--- src/rtl/ram_arbiter.sv ---
// Two-port round-robin arbiter and single-cycle access sequencer for a combinational-read RAM.
// Latency: grant one cycle after the request is sampled; read data valid two cycles after it.
// Backpressure: requesters hold req until gnt; one access every two cycles; requests are ignored while busy.
module ram_arbiter #(
    parameter int DATA_WIDTH = 8,
    parameter int ADDR_WIDTH = 3
) (
    input  logic                  clk,
    input  logic                  rst_n,
    input  logic                  req0,
    input  logic                  we0,
    input  logic [ADDR_WIDTH-1:0] addr0,
    input  logic [DATA_WIDTH-1:0] wdata0,
    input  logic                  req1,
    input  logic                  we1,
    input  logic [ADDR_WIDTH-1:0] addr1,
    input  logic [DATA_WIDTH-1:0] wdata1,
    output logic                  gnt0,
    output logic                  gnt1,
    output logic                  rvalid0,
    output logic                  rvalid1,
    output logic [DATA_WIDTH-1:0] rdata0,
    output logic [DATA_WIDTH-1:0] rdata1,
    output logic                  busy,
    output logic [ADDR_WIDTH-1:0] ram_addr,
    output logic                  ram_we,
    output logic [DATA_WIDTH-1:0] ram_wdata,
    input  logic [DATA_WIDTH-1:0] ram_rdata
);

    typedef enum logic {
        IDLE   = 1'b0,
        ACCESS = 1'b1
    } state_t;

    state_t                state, state_nxt;
    logic                  owner, owner_nxt;   // requester being served in ACCESS
    logic                  last, last_nxt;     // most recent winner, loses the next tie
    logic                  winner;
    logic                  gnt0_nxt, gnt1_nxt;
    logic                  rvalid0_nxt, rvalid1_nxt;
    logic [DATA_WIDTH-1:0] rdata0_nxt, rdata1_nxt;
    logic [ADDR_WIDTH-1:0] ram_addr_nxt;
    logic                  ram_we_nxt;
    logic [DATA_WIDTH-1:0] ram_wdata_nxt;

    // Busy is a pure decode of the state so it drops the instant reset asserts.
    assign busy = (state == ACCESS);

    // State and every registered output; reset abandons any access in flight.
    always_ff @(posedge clk or negedge rst_n) begin
        if (!rst_n) begin
            state     <= IDLE;
            owner     <= 1'b0;
            last      <= 1'b1;
            gnt0      <= 1'b0;
            gnt1      <= 1'b0;
            rvalid0   <= 1'b0;
            rvalid1   <= 1'b0;
            rdata0    <= '0;
            rdata1    <= '0;
            ram_addr  <= '0;
            ram_we    <= 1'b0;
            ram_wdata <= '0;
        end else begin
            state     <= state_nxt;
            owner     <= owner_nxt;
            last      <= last_nxt;
            gnt0      <= gnt0_nxt;
            gnt1      <= gnt1_nxt;
            rvalid0   <= rvalid0_nxt;
            rvalid1   <= rvalid1_nxt;
            rdata0    <= rdata0_nxt;
            rdata1    <= rdata1_nxt;
            ram_addr  <= ram_addr_nxt;
            ram_we    <= ram_we_nxt;
            ram_wdata <= ram_wdata_nxt;
        end
    end

    // Arbitration in IDLE, completion in ACCESS; pulses default low, data registers hold.
    always_comb begin
        state_nxt     = state;
        owner_nxt     = owner;
        last_nxt      = last;
        winner        = 1'b0;
        gnt0_nxt      = 1'b0;
        gnt1_nxt      = 1'b0;
        rvalid0_nxt   = 1'b0;
        rvalid1_nxt   = 1'b0;
        rdata0_nxt    = rdata0;
        rdata1_nxt    = rdata1;
        ram_addr_nxt  = ram_addr;
        ram_we_nxt    = 1'b0;
        ram_wdata_nxt = ram_wdata;
        case (state)
            IDLE: begin
                if (req0 || req1) begin
                    // On a tie the requester that did not win last time goes first.
                    winner        = (req0 && req1) ? ~last : req1;
                    state_nxt     = ACCESS;
                    owner_nxt     = winner;
                    last_nxt      = winner;
                    gnt0_nxt      = ~winner;
                    gnt1_nxt      = winner;
                    ram_we_nxt    = winner ? we1 : we0;
                    ram_addr_nxt  = winner ? addr1 : addr0;
                    ram_wdata_nxt = winner ? wdata1 : wdata0;
                end
            end
            ACCESS: begin
                state_nxt = IDLE;
                // ram_we still carries the command type during ACCESS.
                if (!ram_we) begin
                    if (owner) begin
                        rvalid1_nxt = 1'b1;
                        rdata1_nxt  = ram_rdata;
                    end else begin
                        rvalid0_nxt = 1'b1;
                        rdata0_nxt  = ram_rdata;
                    end
                end
            end
            default: state_nxt = IDLE;
        endcase
    end

endmodule

--- config.mk ---
export PLATFORM = sky130hd
export DESIGN_NAME = ram_arbiter
export DESIGN_NICKNAME = d
export VERILOG_FILES = /design/src/rtl/ram_arbiter.sv
export SDC_FILE = /design/constraint.sdc
export NUM_CORES = 1
export LEC_CHECK = 0
export BUFFER_PORTS_ARGS = -buffer_cell sky130_fd_sc_hd__buf_2
export CORE_MARGIN = 5
export CORE_UTILIZATION = 44
export CTS_CLUSTER_DIAMETER = 80
export DETAILED_ROUTE_END_ITERATION = 16
export PLACE_DENSITY = 0.78
export RECOVER_POWER = 25
export SYNTH_ARGS = -nofsm -noshare
export SYNTH_HDL_FRONTEND = slang
export SYNTH_SLANG_ARGS = --single-unit
--- constraint.sdc ---
create_clock -name clk -period 1.5 [get_ports clk]
set_input_delay 0.15 -clock clk [delete_from_list [all_inputs] [get_ports clk]]
set_output_delay 0.15 -clock clk [all_outputs]
set_load 0.01 [all_outputs]
==> impl_metrics.prom, run 1 <==
# TYPE chip_impl_metric gauge
chip_impl_info{name="run_status",value="finished, final reports clean"} 1
chip_impl_info{name="timing.critical_path.from_type",value="flop"} 1
chip_impl_metric{name="io_pins",unit=""} 69
chip_impl_metric{name="drt_pass1_iterations",unit=""} 4
chip_impl_metric{name="post_synth_num_cell_types",unit=""} 19
chip_impl_metric{name="cp_slowest_stage_delay",unit="ns"} 0.44
chip_impl_metric{name="hold_path_depth",unit=""} 2
chip_impl_metric{name="mappedNetlistNets",unit=""} 147
chip_impl_metric{name="synth_cells",unit=""} 111
chip_impl_metric{name="seq_area_frac_synth",unit=""} 0.642
chip_impl_metric{name="drt_iter0_markers",unit=""} 29
chip_impl_info{name="cpLargestDelayFamily",value="flip-flops"} 1
chip_impl_metric{name="timing.final.crit_period",unit="ns"} 1.37
chip_impl_metric{name="tritoncts.num_buffers",unit=""} 5
chip_impl_info{name="critical_path.reg2reg.endpoint",value="rdata0[1]"} 1
chip_impl_metric{name="grt.overflow.total",unit=""} 0
chip_impl_metric{name="vdd_ir_drop_max",unit="mV"} 0.726
chip_impl_metric{name="remaining_drc_errors",unit=""} 0
chip_impl_metric{name="power.static_leakage",unit="nW"} 0.936
chip_impl_metric{name="grt_pass1_wl",unit="mm"} 5.32
chip_impl_metric{name="via_per_inst",unit=""} 4.87
chip_impl_metric{name="max_clock_freq",unit="MHz"} 731
chip_impl_metric{name="worstSkewPairLatency",unit="ns"} 0.32
chip_impl_metric{name="ys_ff_latch",unit=""} 35
chip_impl_metric{name="floorplan.die.width",unit="um"} 65.7
chip_impl_metric{name="wl_per_cell",unit="um"} 13.7
chip_impl_metric{name="fill_cells",unit=""} 264
chip_impl_info{name="slowest_stage_cell_crit_path",value="sky130_fd_sc_hd__dfrtp_1"} 1
chip_impl_info{name="crit-reg2reg-launch",value="busy"} 1
chip_impl_metric{name="post_route_cells_drive_above_1_share",unit=""} 0.519
chip_impl_metric{name="cp_data_arrival_time",unit="ns"} 1.58
chip_impl_metric{name="timing.final.setup_violations",unit=""} 0
chip_impl_metric{name="routed_wl",unit="mm"} 3.18
chip_impl_metric{name="cts_max_path_buffers",unit=""} 2
chip_impl_metric{name="finalMaxSlewViolations",unit=""} 0
chip_impl_metric{name="antenna_nets_post_route",unit=""} 0
chip_impl_metric{name="core_box_area",unit="um^2"} 3030
chip_impl_metric{name="reg2regPathDepth",unit=""} 4
chip_impl_metric{name="avgSynthCellArea",unit="um^2"} 12.3
chip_impl_metric{name="regToRegSetupSlack",unit="ns"} 0.13
chip_impl_metric{name="hpwl",unit="mm"} 2.44
chip_impl_metric{name="finalPower",unit="W"} 0.00285
chip_impl_metric{name="hold-worst-slack",unit="ns"} 0.0274
chip_impl_metric{name="timing.critical_path.fanout_max",unit=""} 9
chip_impl_metric{name="clock_sinks",unit=""} 35
chip_impl_metric{name="worst-path-buf-inv",unit=""} 2
chip_impl_metric{name="post-route-worst-setup-slack",unit="ns"} 0.131
chip_impl_metric{name="cp_data_required_time",unit="ns"} 1.71
chip_impl_metric{name="antenna_found_initial",unit=""} 0
chip_impl_info{name="mostFrequentLayoutCells",value="sky130_fd_sc_hd__buf_2, sky130_fd_sc_hd__dfrtp_1, sky130_fd_sc_hd__a21oi_1, sky130_fd_sc_hd__mux2_2"} 1
chip_impl_metric{name="fp.dieH",unit="um"} 65.7
chip_impl_info{name="cp_cell_sequence",value="inv_2, nor3_4, buf_12, mux2_2"} 1
chip_impl_metric{name="timing.final.crit_share",unit=""} 0.913
chip_impl_metric{name="drv_cap",unit=""} 0
chip_impl_metric{name="globalplace.congestion",unit=""} 0.755
chip_impl_metric{name="max_slew.worst_pin.slew",unit="ns"} 0.990
chip_impl_info{name="most_common_library_cell_in_the_layout_ignoring_fill_and_taps",value="sky130_fd_sc_hd__buf_2"} 1
chip_impl_metric{name="flow.area_growth_from_synthesis",unit="%"} 35.5
chip_impl_metric{name="yosys_warnings",unit=""} 0
chip_impl_metric{name="grt_max_degree",unit=""} 19
chip_impl_info{name="min_path_type",value="in2reg"} 1
chip_impl_info{name="setup_repair_after_global_routing_missed_its_margin",value="false"} 1
chip_impl_info{name="clock_tree.root_cell",value="sky130_fd_sc_hd__clkbuf_4"} 1
chip_impl_metric{name="globalRouteTotalUtil",unit=""} 0.161
chip_impl_metric{name="count_of_nets_after_finishing",unit=""} 222
chip_impl_metric{name="number_of_global_route_vias_before_repair",unit=""} 1273
chip_impl_metric{name="rows",unit=""} 20
chip_impl_metric{name="buffer_ports.inserted",unit=""} 68
chip_impl_metric{name="ctsHtreeMaxLevel",unit=""} 2
chip_impl_metric{name="inserted_diodes",unit=""} 0
chip_impl_metric{name="pwr_density_cell",unit="nW/um^2"} 1540
chip_impl_metric{name="netlist_area",unit="um^2"} 1370
chip_impl_info{name="min_to",value="last"} 1
chip_impl_info{name="critical_path_class",value="reg2reg"} 1
chip_impl_metric{name="vias",unit=""} 1124
chip_impl_metric{name="post-place-ws",unit="ns"} -0.00224
chip_impl_metric{name="slew_limit_headroom",unit=""} 0.340
chip_impl_metric{name="design.die.area",unit="um^2"} 4320
chip_impl_info{name="clock_tree_from_tritoncts",value="done"} 1
chip_impl_metric{name="clk_slew_on_worst_s_h_paths",unit="ns"} 0.10
chip_impl_info{name="critical_path_sink_type",value="flop"} 1
chip_impl_metric{name="timing_hold_violations_final",unit=""} 0
chip_impl_metric{name="skew",unit="ns"} 0.00404
chip_impl_info{name="hp-start",value="req0"} 1
chip_impl_metric{name="starting_density_of_the_core",unit=""} 0.451
[kinds of logic (layout without fill, tap and decap cells)]
family / count (synthesis) / in the layout / synth area share
AND/OR/NAND/NOR: 26 / 26 / 0.0852
flip-flops: 35 / 35 / 0.642
multiplexers: 16 / 16 / 0.132
AO/OA/AOI/OAI: 27 / 27 / 0.118
buffers and inverters: 7 / 83 / 0.0229
[sequential cells by signal (all words and copies together) (netlist names)]
register,count
rvalid0,1
owner,1
gnt0,1
ram_wdata,8
ram_addr,3
rdata0,8
rvalid1,1
ram_we,1
last,1
gnt1,1
busy,1
rdata1,8
[stage by stage]
stage                     cells  area, um^2  setup TNS [ns]   util
final                       231        1850               0  0.612
after CTS                   230        1830               0  0.605
after global placement      221        1770               0  0.584
after detailed placement    221        1770        -0.00224  0.584
after floorplan             111        1370               0      -
after global routing        231        1850               0  0.612
[cell usage after synthesis]
master | n | share of area
sky130_fd_sc_hd__a21bo_2 | 1 | 0.0073
sky130_fd_sc_hd__a21boi_1 | 1 | 0.0055
sky130_fd_sc_hd__a21o_1 | 1 | 0.0055
sky130_fd_sc_hd__a21oi_1 | 19 | 0.070
sky130_fd_sc_hd__a31oi_1 | 1 | 0.0046
sky130_fd_sc_hd__a32o_1 | 1 | 0.0073
sky130_fd_sc_hd__a32oi_1 | 2 | 0.013
sky130_fd_sc_hd__buf_2 | 4 | 0.015
sky130_fd_sc_hd__dfrtp_1 | 34 | 0.62
sky130_fd_sc_hd__dfstp_2 | 1 | 0.019
sky130_fd_sc_hd__inv_1 | 2 | 0.0055
sky130_fd_sc_hd__inv_2 | 1 | 0.0027
sky130_fd_sc_hd__mux2_2 | 16 | 0.13
sky130_fd_sc_hd__nand2_1 | 11 | 0.030
sky130_fd_sc_hd__nand3_1 | 2 | 0.0073
sky130_fd_sc_hd__nand3b_1 | 1 | 0.0055
sky130_fd_sc_hd__nor2_1 | 11 | 0.030
sky130_fd_sc_hd__nor3_4 | 1 | 0.012
sky130_fd_sc_hd__o21bai_1 | 1 | 0.0055
[what timing repair did]
action,in CTS,in global routing
setup buffers,0,1
gates resized for setup,1,0
endpoints found under the setup margin,1,7
hold buffers,1,0
pin swaps,0,1
endpoints found under the hold margin,17,0
[worst reg2reg max path, stage by stage (launching register included)]
cell and delay, ns:
sky130_fd_sc_hd__dfrtp_1 0.44, sky130_fd_sc_hd__inv_2 0.11, sky130_fd_sc_hd__nor3_4 0.23, sky130_fd_sc_hd__buf_12 0.15, sky130_fd_sc_hd__mux2_2 0.33
[cell type report]
class	count	area, um^2	area share
Sequential cell	35	877	0.474
Multi-Input combinational cell	69	462	0.249
Timing Repair Buffer	72	397	0.214
Tap cell	44	55.1	0.0297
Clock buffer	7	45.0	0.0243
Inverter	3	11.3	0.00608
Clock inverter	1	5.00	0.00270
[power by group]
| part | switching (W) | internal (W) | leakage [nW] |
|---|---|---|---|
| Sequential | 0.000164 | 0.00125 | 0.412 |
| Combinational | 0.000479 | 0.000489 | 0.494 |
| Clock | 0.000284 | 0.000183 | 0.0293 |
[worst max-delay path by stage]
stage	slack [ns]	depth (start not counted)	from	end
3_3_place_gp	0.06	3	last	ram_we
2_1_floorplan	0.21	3	busy	rdata0[0]
3_5_place_dp	-0.002	3	last	ram_we
6_report	0.13	4	busy	rdata0[1]
5_1_grt	0.06	4	busy	rdata0[3]
4_1_cts	0.03	3	busy	rdata0[3]
[layer usage]
| layer | track usage | vias to the layer above | share of wire |
|---|---|---|---|
| met1 | 0.185 | 523 | 0.42 |
| li1 | - | 538 | - |
| met5 | 0 | - | 0 |
| met2 | 0.278 | 59 | 0.48 |
| met4 | 0.0622 | 0 | 0.0091 |
| met3 | 0.0496 | 4 | 0.096 |
Power figures use the tool's default switching activity.
==> inputs of run 2 (changes only) <==
--- a/config.mk
+++ b/config.mk
@@ -12,6 +12,7 @@
 export DETAILED_ROUTE_END_ITERATION = 16
 export PLACE_DENSITY = 0.78
 export RECOVER_POWER = 25
+export REMOVE_ABC_BUFFERS = 1
 export SYNTH_ARGS = -nofsm -noshare
 export SYNTH_HDL_FRONTEND = slang
 export SYNTH_SLANG_ARGS = --single-unit
==> impl_metrics.prom, run 2 (synthesized netlist as in run 1, its figures left out) <==
# TYPE chip_impl_metric gauge
chip_impl_metric{name="drv_cap",unit=""} 0
chip_impl_metric{name="finalCoreUtilization",unit=""} 0.618
chip_impl_metric{name="multi_input_comb_area",unit="um^2"} 462
chip_impl_metric{name="power.static_leakage",unit="nW"} 0.945
chip_impl_info{name="min_path_type",value="in2reg"} 1
chip_impl_metric{name="share_seq_of_total_power",unit=""} 0.476
chip_impl_info{name="critical_path_class",value="reg2reg"} 1
chip_impl_metric{name="fp.dieH",unit="um"} 65.7
chip_impl_info{name="clock_tree_from_tritoncts",value="done"} 1
chip_impl_info{name="mostFrequentLayoutCells",value="sky130_fd_sc_hd__buf_2, sky130_fd_sc_hd__dfrtp_1, sky130_fd_sc_hd__a21oi_1, sky130_fd_sc_hd__mux2_2"} 1
chip_impl_metric{name="max_slew.worst_pin.slew",unit="ns"} 1.10
chip_impl_metric{name="wl_per_cell",unit="um"} 13.9
chip_impl_metric{name="regArea",unit="um^2"} 877
chip_impl_metric{name="finalPower",unit="W"} 0.00295
chip_impl_metric{name="ctsHtreeMaxLevel",unit=""} 2
chip_impl_info{name="setup_repair_after_global_routing_missed_its_margin",value="false"} 1
chip_impl_metric{name="clk_slew_on_worst_s_h_paths",unit="ns"} 0.10
chip_impl_metric{name="fin_setup_tns",unit="ns"} 0
chip_impl_metric{name="core_box_area",unit="um^2"} 3030
chip_impl_metric{name="rows",unit=""} 20
chip_impl_info{name="top_regs",value="ram_wdata: 8 flops, rdata0: 8 flops, rdata1: 8 flops"} 1
chip_impl_metric{name="globalplace.congestion",unit=""} 0.737
chip_impl_metric{name="finalMaxSlewViolations",unit=""} 0
chip_impl_metric{name="io_pins",unit=""} 69
chip_impl_metric{name="design.die.area",unit="um^2"} 4320
chip_impl_metric{name="grt_pass1_wl",unit="mm"} 5.44
chip_impl_info{name="hp-start",value="req0"} 1
chip_impl_metric{name="drt_iter0_markers",unit=""} 45
chip_impl_metric{name="reg2regPathDepth",unit=""} 2
chip_impl_metric{name="post_route_cells_drive_above_1_share",unit=""} 0.524
chip_impl_metric{name="inserted_diodes",unit=""} 0
chip_impl_metric{name="skew",unit="ns"} 0.00571
chip_impl_info{name="clock_tree.root_cell",value="sky130_fd_sc_hd__clkbuf_4"} 1
chip_impl_metric{name="power.share.switching",unit=""} 0.316
chip_impl_metric{name="timing_hold_violations_final",unit=""} 0
chip_impl_metric{name="timing.final.crit_share",unit=""} 0.909
chip_impl_metric{name="power_switching",unit="W"} 0.000931
chip_impl_metric{name="tritoncts.num_buffers",unit=""} 5
chip_impl_metric{name="timing.critical_path.fanout_max",unit=""} 9
chip_impl_metric{name="regToRegSetupSlack",unit="ns"} 0.14
chip_impl_metric{name="starting_density_of_the_core",unit=""} 0.451
chip_impl_metric{name="flow.area_growth_from_synthesis",unit="%"} 36.9
chip_impl_metric{name="comb_power_share",unit=""} 0.332
chip_impl_metric{name="buffer_ports.inserted",unit=""} 68
chip_impl_metric{name="routed_wl",unit="mm"} 3.21
chip_impl_info{name="timing.critical_path.from_type",value="flop"} 1
chip_impl_metric{name="cp_data_required_time",unit="ns"} 1.71
chip_impl_metric{name="count_of_nets_after_finishing",unit=""} 222
chip_impl_metric{name="timing.final.setup_violations",unit=""} 0
chip_impl_metric{name="globalRouteTotalUtil",unit=""} 0.167
chip_impl_metric{name="vias",unit=""} 1153
chip_impl_info{name="min_to",value="last"} 1
chip_impl_metric{name="grt_max_degree",unit=""} 20
chip_impl_metric{name="number_of_global_route_vias_before_repair",unit=""} 1178
chip_impl_metric{name="hold-worst-slack",unit="ns"} 0.0280
chip_impl_metric{name="via_per_inst",unit=""} 4.99
chip_impl_metric{name="cts_max_path_buffers",unit=""} 2
chip_impl_metric{name="power_report.internal_total",unit="W"} 0.00202
chip_impl_info{name="most_common_library_cell_in_the_layout_ignoring_fill_and_taps",value="sky130_fd_sc_hd__buf_2"} 1
chip_impl_metric{name="slew_limit_headroom",unit=""} 0.264
chip_impl_metric{name="antenna_nets_post_route",unit=""} 0
chip_impl_metric{name="clock_power_share",unit=""} 0.192
chip_impl_metric{name="max_clock_freq",unit="MHz"} 733
chip_impl_info{name="critical_path_sink_type",value="flop"} 1
chip_impl_metric{name="finalInstanceArea",unit="um^2"} 1870
chip_impl_metric{name="pwr_density_cell",unit="nW/um^2"} 1580
chip_impl_metric{name="floorplan.die.width",unit="um"} 65.7
chip_impl_info{name="crit-reg2reg-launch",value="ram_we"} 1
chip_impl_metric{name="worstSkewPairLatency",unit="ns"} 0.33
chip_impl_metric{name="antenna_found_initial",unit=""} 0
chip_impl_metric{name="vdd_ir_drop_max",unit="mV"} 0.771
chip_impl_metric{name="place_area",unit="um^2"} 1770
chip_impl_info{name="run_status",value="finished, final reports clean"} 1
chip_impl_info{name="critical_path.reg2reg.endpoint",value="rdata1[2]"} 1
chip_impl_metric{name="hpwl",unit="mm"} 2.47
chip_impl_metric{name="fill_cells",unit=""} 254
chip_impl_metric{name="clock_sinks",unit=""} 35
chip_impl_metric{name="drt_pass1_iterations",unit=""} 4
chip_impl_metric{name="remaining_drc_errors",unit=""} 0
chip_impl_metric{name="grt.overflow.total",unit=""} 0
chip_impl_metric{name="hold_path_depth",unit=""} 2
chip_impl_metric{name="timing.final.crit_period",unit="ns"} 1.36
chip_impl_metric{name="cp_data_arrival_time",unit="ns"} 1.58
==> run 2: cell types whose count changed in the layout (fill, tap and decap cells not counted) <==
cell	before	now
sky130_fd_sc_hd__clkbuf_8	0	2
sky130_fd_sc_hd__clkbuf_1	3	2
sky130_fd_sc_hd__clkinv_2	1	0
==> run 2: per-stage QoR <==
| stage | setup WS, ns | instances |
|---|---|---|
| 6_report | 0.137 | 231 |
| 3_3_place_gp | 0.0380 | 221 |
| 4_1_cts | 0.0699 | 230 |
| 5_1_grt | 0.0271 | 231 |
| 2_1_floorplan | 0.0977 | 107 |
| 3_5_place_dp | -0.0493 | 221 |
==> run 2: timing repair <==
action                                  4_1_cts  5_1_grt
pin swaps                                     0        1
buffers inserted                              0        1
hold buffers                                  1        0
endpoints found under the setup margin        1        7
hold endpoints to repair                     17        0
gates resized for setup                       1        0
==> run 2: area by class of cell <==
| cell class | instances | share of cell area |
|---|---|---|
| inverters | 3 | 0.00602 |
| repair buffers | 72 | 0.212 |
| multi-input cells | 69 | 0.247 |
| clock buffers | 8 | 0.0368 |
| flip-flops and latches | 35 | 0.469 |
| well taps | 44 | 0.0294 |
==> run 2: power by group through the flow <==
stage / Clock (W) / Combinational (W) / Sequential, W
after floorplan: 0 / 0.000362 / 0.00157
after global placement: 0 / 0.000947 / 0.00141
after detailed placement: 0 / 0.000976 / 0.00142
after CTS: 0.000588 / 0.000979 / 0.00141
after global routing: 0.000635 / 0.00107 / 0.00145
final: 0.000566 / 0.000979 / 0.00140
==> run 2: worst max-delay path by stage <==
stage                       end  slack [ns]   start
global route             ram_we        0.03    last
CTS                   rdata0[5]        0.07    busy
floorplan           ram_addr[2]         0.1    busy
detailed placement       ram_we       -0.05    last
global placement         ram_we        0.04    last
finish                rdata1[2]        0.14  ram_we
==> run 2: critical path, stage by stage (launching register included) <==
cell,delay [ns]
sky130_fd_sc_hd__dfrtp_1,0.43
sky130_fd_sc_hd__nand3b_1,0.42
sky130_fd_sc_hd__mux2_2,0.40
==> run 2: routing by layer <==
layer  global-route usage  wire length [um]  vias to the layer above
met2                0.263              1510                       71
met3               0.0701               350                        5
met5                    0                 0                        -
met4               0.0544                44                        0
li1                     -                 -                      538
met1                0.207              1300                      539
==> inputs of run 3 (changes only) <==
--- a/config.mk
+++ b/config.mk
@@ -6,11 +6,13 @@
 export NUM_CORES = 1
 export LEC_CHECK = 0
 export BUFFER_PORTS_ARGS = -buffer_cell sky130_fd_sc_hd__buf_2
+export CELL_PAD_IN_SITES_DETAIL_PLACEMENT = 1
+export CELL_PAD_IN_SITES_GLOBAL_PLACEMENT = 2
 export CORE_MARGIN = 5
-export CORE_UTILIZATION = 44
+export CORE_UTILIZATION = 26
 export CTS_CLUSTER_DIAMETER = 80
 export DETAILED_ROUTE_END_ITERATION = 16
-export PLACE_DENSITY = 0.78
+export PLACE_DENSITY_LB_ADDON = 0.1
 export RECOVER_POWER = 25
 export REMOVE_ABC_BUFFERS = 1
 export SYNTH_ARGS = -nofsm -noshare
==> impl_metrics.prom, run 3 (synthesized netlist as in run 1, its figures left out) <==
# TYPE chip_impl_metric gauge
chip_impl_info{name="cpLargestDelayFamily",value="flip-flops"} 1
chip_impl_metric{name="starting_density_of_the_core",unit=""} 0.268
chip_impl_metric{name="fin_setup_tns",unit="ns"} 0
chip_impl_metric{name="cts_max_path_buffers",unit=""} 2
chip_impl_metric{name="hold_path_depth",unit=""} 2
chip_impl_info{name="min_path_type",value="in2reg"} 1
chip_impl_metric{name="vdd_ir_drop_max",unit="mV"} 0.669
chip_impl_info{name="min_to",value="last"} 1
chip_impl_metric{name="cp_data_required_time",unit="ns"} 1.67
chip_impl_metric{name="wl_per_cell",unit="um"} 15.2
chip_impl_metric{name="drt_pass1_iterations",unit=""} 2
chip_impl_metric{name="finalInstanceArea",unit="um^2"} 1920
chip_impl_metric{name="clk_slew_on_worst_s_h_paths",unit="ns"} 0.07
chip_impl_metric{name="power.share.switching",unit=""} 0.309
chip_impl_metric{name="drv_cap",unit=""} 0
chip_impl_metric{name="timing.final.crit_period",unit="ns"} 1.38
chip_impl_metric{name="reg2regPathDepth",unit=""} 3
chip_impl_metric{name="core_box_area",unit="um^2"} 5110
chip_impl_metric{name="remaining_drc_errors",unit=""} 0
chip_impl_info{name="timing.critical_path.from_type",value="flop"} 1
chip_impl_metric{name="globalplace.congestion",unit=""} 0.658
chip_impl_metric{name="clock_sinks",unit=""} 35
chip_impl_metric{name="tritoncts.num_buffers",unit=""} 5
chip_impl_info{name="cp_cell_sequence",value="inv_2, nor3_4, mux2_2"} 1
chip_impl_metric{name="max_slew.worst_pin.slew",unit="ns"} 0.493
chip_impl_metric{name="power.static_leakage",unit="nW"} 0.954
chip_impl_metric{name="via_per_inst",unit=""} 4.42
chip_impl_metric{name="post-route-worst-setup-slack",unit="ns"} 0.125
chip_impl_info{name="most_common_library_cell_in_the_layout_ignoring_fill_and_taps",value="sky130_fd_sc_hd__buf_2"} 1
chip_impl_info{name="slowest_stage_cell_crit_path",value="sky130_fd_sc_hd__dfrtp_1"} 1
chip_impl_info{name="setup_repair_after_global_routing_missed_its_margin",value="false"} 1
chip_impl_metric{name="power_switching",unit="W"} 0.000992
chip_impl_metric{name="cp_data_arrival_time",unit="ns"} 1.55
chip_impl_info{name="run_status",value="finished, final reports clean"} 1
chip_impl_metric{name="floorplan.die.width",unit="um"} 82.5
chip_impl_metric{name="timing_hold_violations_final",unit=""} 0
chip_impl_metric{name="comb_power_share",unit=""} 0.301
chip_impl_metric{name="hold-worst-slack",unit="ns"} 0.0820
chip_impl_metric{name="globalRouteTotalUtil",unit=""} 0.125
chip_impl_metric{name="finalPower",unit="W"} 0.00321
chip_impl_metric{name="post-place-ws",unit="ns"} 0.106
chip_impl_metric{name="regToRegSetupSlack",unit="ns"} 0.12
chip_impl_metric{name="number_of_global_route_vias_before_repair",unit=""} 1257
chip_impl_metric{name="drt_iter0_markers",unit=""} 27
chip_impl_metric{name="finalMaxSlewViolations",unit=""} 0
chip_impl_metric{name="ctsHtreeMaxLevel",unit=""} 2
chip_impl_metric{name="clock_power_share",unit=""} 0.258
chip_impl_metric{name="postCtsSetupBuffers",unit=""} 0
chip_impl_metric{name="io_pins",unit=""} 69
chip_impl_metric{name="grt.overflow.total",unit=""} 0
chip_impl_metric{name="timing.critical_path.fanout_max",unit=""} 9
chip_impl_metric{name="skew",unit="ns"} 0.00661
chip_impl_metric{name="cts.repair.resized",unit=""} 0
chip_impl_info{name="critical_path_class",value="reg2reg"} 1
chip_impl_metric{name="antenna_found_initial",unit=""} 0
chip_impl_info{name="hp-start",value="req0"} 1
chip_impl_info{name="critical_path_sink_type",value="flop"} 1
chip_impl_metric{name="rows",unit=""} 26
chip_impl_metric{name="antenna_nets_post_route",unit=""} 0
chip_impl_metric{name="fp.dieH",unit="um"} 82.5
chip_impl_metric{name="timing.final.crit_share",unit=""} 0.917
chip_impl_metric{name="buffer_ports.inserted",unit=""} 68
chip_impl_metric{name="vias",unit=""} 1135
chip_impl_metric{name="worstSkewPairLatency",unit="ns"} 0.29
chip_impl_metric{name="worst-path-buf-inv",unit=""} 1
chip_impl_info{name="critical_path.reg2reg.endpoint",value="rdata0[3]"} 1
chip_impl_metric{name="inserted_diodes",unit=""} 0
chip_impl_metric{name="share_seq_of_total_power",unit=""} 0.441
chip_impl_info{name="crit-reg2reg-launch",value="busy"} 1
chip_impl_metric{name="flow.area_growth_from_synthesis",unit="%"} 40.4
chip_impl_metric{name="slew_limit_headroom",unit=""} 0.671
chip_impl_metric{name="grt_pass1_wl",unit="mm"} 6.26
chip_impl_metric{name="place_area",unit="um^2"} 1820
chip_impl_metric{name="pwr_density_cell",unit="nW/um^2"} 1670
chip_impl_metric{name="design.die.area",unit="um^2"} 6800
chip_impl_info{name="clock_tree_from_tritoncts",value="done"} 1
chip_impl_metric{name="power_report.internal_total",unit="W"} 0.00221
chip_impl_info{name="clock_tree.root_cell",value="sky130_fd_sc_hd__clkbuf_8"} 1
chip_impl_metric{name="count_of_nets_after_finishing",unit=""} 223
chip_impl_metric{name="max_clock_freq",unit="MHz"} 727
chip_impl_metric{name="grt_max_degree",unit=""} 21
chip_impl_metric{name="post_route_cells_drive_above_1_share",unit=""} 0.529
chip_impl_metric{name="routed_wl",unit="mm"} 3.92
chip_impl_metric{name="cp_slowest_stage_delay",unit="ns"} 0.41
chip_impl_metric{name="timing.final.setup_violations",unit=""} 0
chip_impl_info{name="mostFrequentLayoutCells",value="sky130_fd_sc_hd__buf_2, sky130_fd_sc_hd__dfrtp_1, sky130_fd_sc_hd__a21oi_1, sky130_fd_sc_hd__mux2_2"} 1
chip_impl_info{name="top_regs",value="ram_wdata: 8 flops, rdata0: 8 flops, rdata1: 8 flops"} 1
chip_impl_metric{name="hpwl",unit="mm"} 3.08
run 3: cell count changes in the layout (fill, tap and decap cells not counted), sizes merged:
cell,before,now
clkbuf,9,7
bufinv,0,1
clkinvlp,0,1
run 3: repair_timing:
action                     CTS  global route
hold endpoints to repair    19             0
setup endpoints to repair    0             0
hold buffers                 1             0
run 3: how the worst max path moves through the flow:
stage / to / startpoint / slack, ns / cells after the start
after floorplan: ram_addr[2] / busy / 0.1 / 4
after global placement: rdata0[5] / busy / 0.16 / 3
after detailed placement: rdata0[1] / busy / 0.11 / 3
after CTS: rdata0[1] / busy / 0.11 / 3
after global routing: rdata0[7] / busy / 0.02 / 3
final: rdata0[3] / busy / 0.12 / 3
run 3: power groups by stage:
| stage | clock [W] | sequential, W | combinational (W) |
|---|---|---|---|
| 2_1_floorplan | 0 | 0.00157 | 0.000362 |
| 3_3_place_gp | 0 | 0.00143 | 0.000975 |
| 3_5_place_dp | 0 | 0.00144 | 0.000997 |
| 4_1_cts | 0.000854 | 0.00142 | 0.00100 |
| 5_1_grt | 0.000903 | 0.00146 | 0.00107 |
| 6_report | 0.000828 | 0.00141 | 0.000965 |
run 3: final cells by class:
cell class / instances / area [um^2]
fill: 598 / 3190
sequential: 35 / 877
multi-input combinational: 69 / 458
timing repair buffer: 73 / 378
tap: 70 / 87.6
clock buffer: 5 / 68.8
clock inverter: 2 / 37.5
inverter: 3 / 11.3
run 3: stage by stage:
step | utilization | std cells
after CTS | 0.378 | 257
final | 0.376 | 257
after global routing | 0.376 | 257
after detailed placement | 0.356 | 249
after global placement | 0.356 | 249
after floorplan | - | 107
run 3: per-layer routing:
layer,part of all wire,GRT usage
met4,0.012,0.0392
met3,0.083,0.0575
met5,0,0
met1,0.43,0.149
met2,0.47,0.200
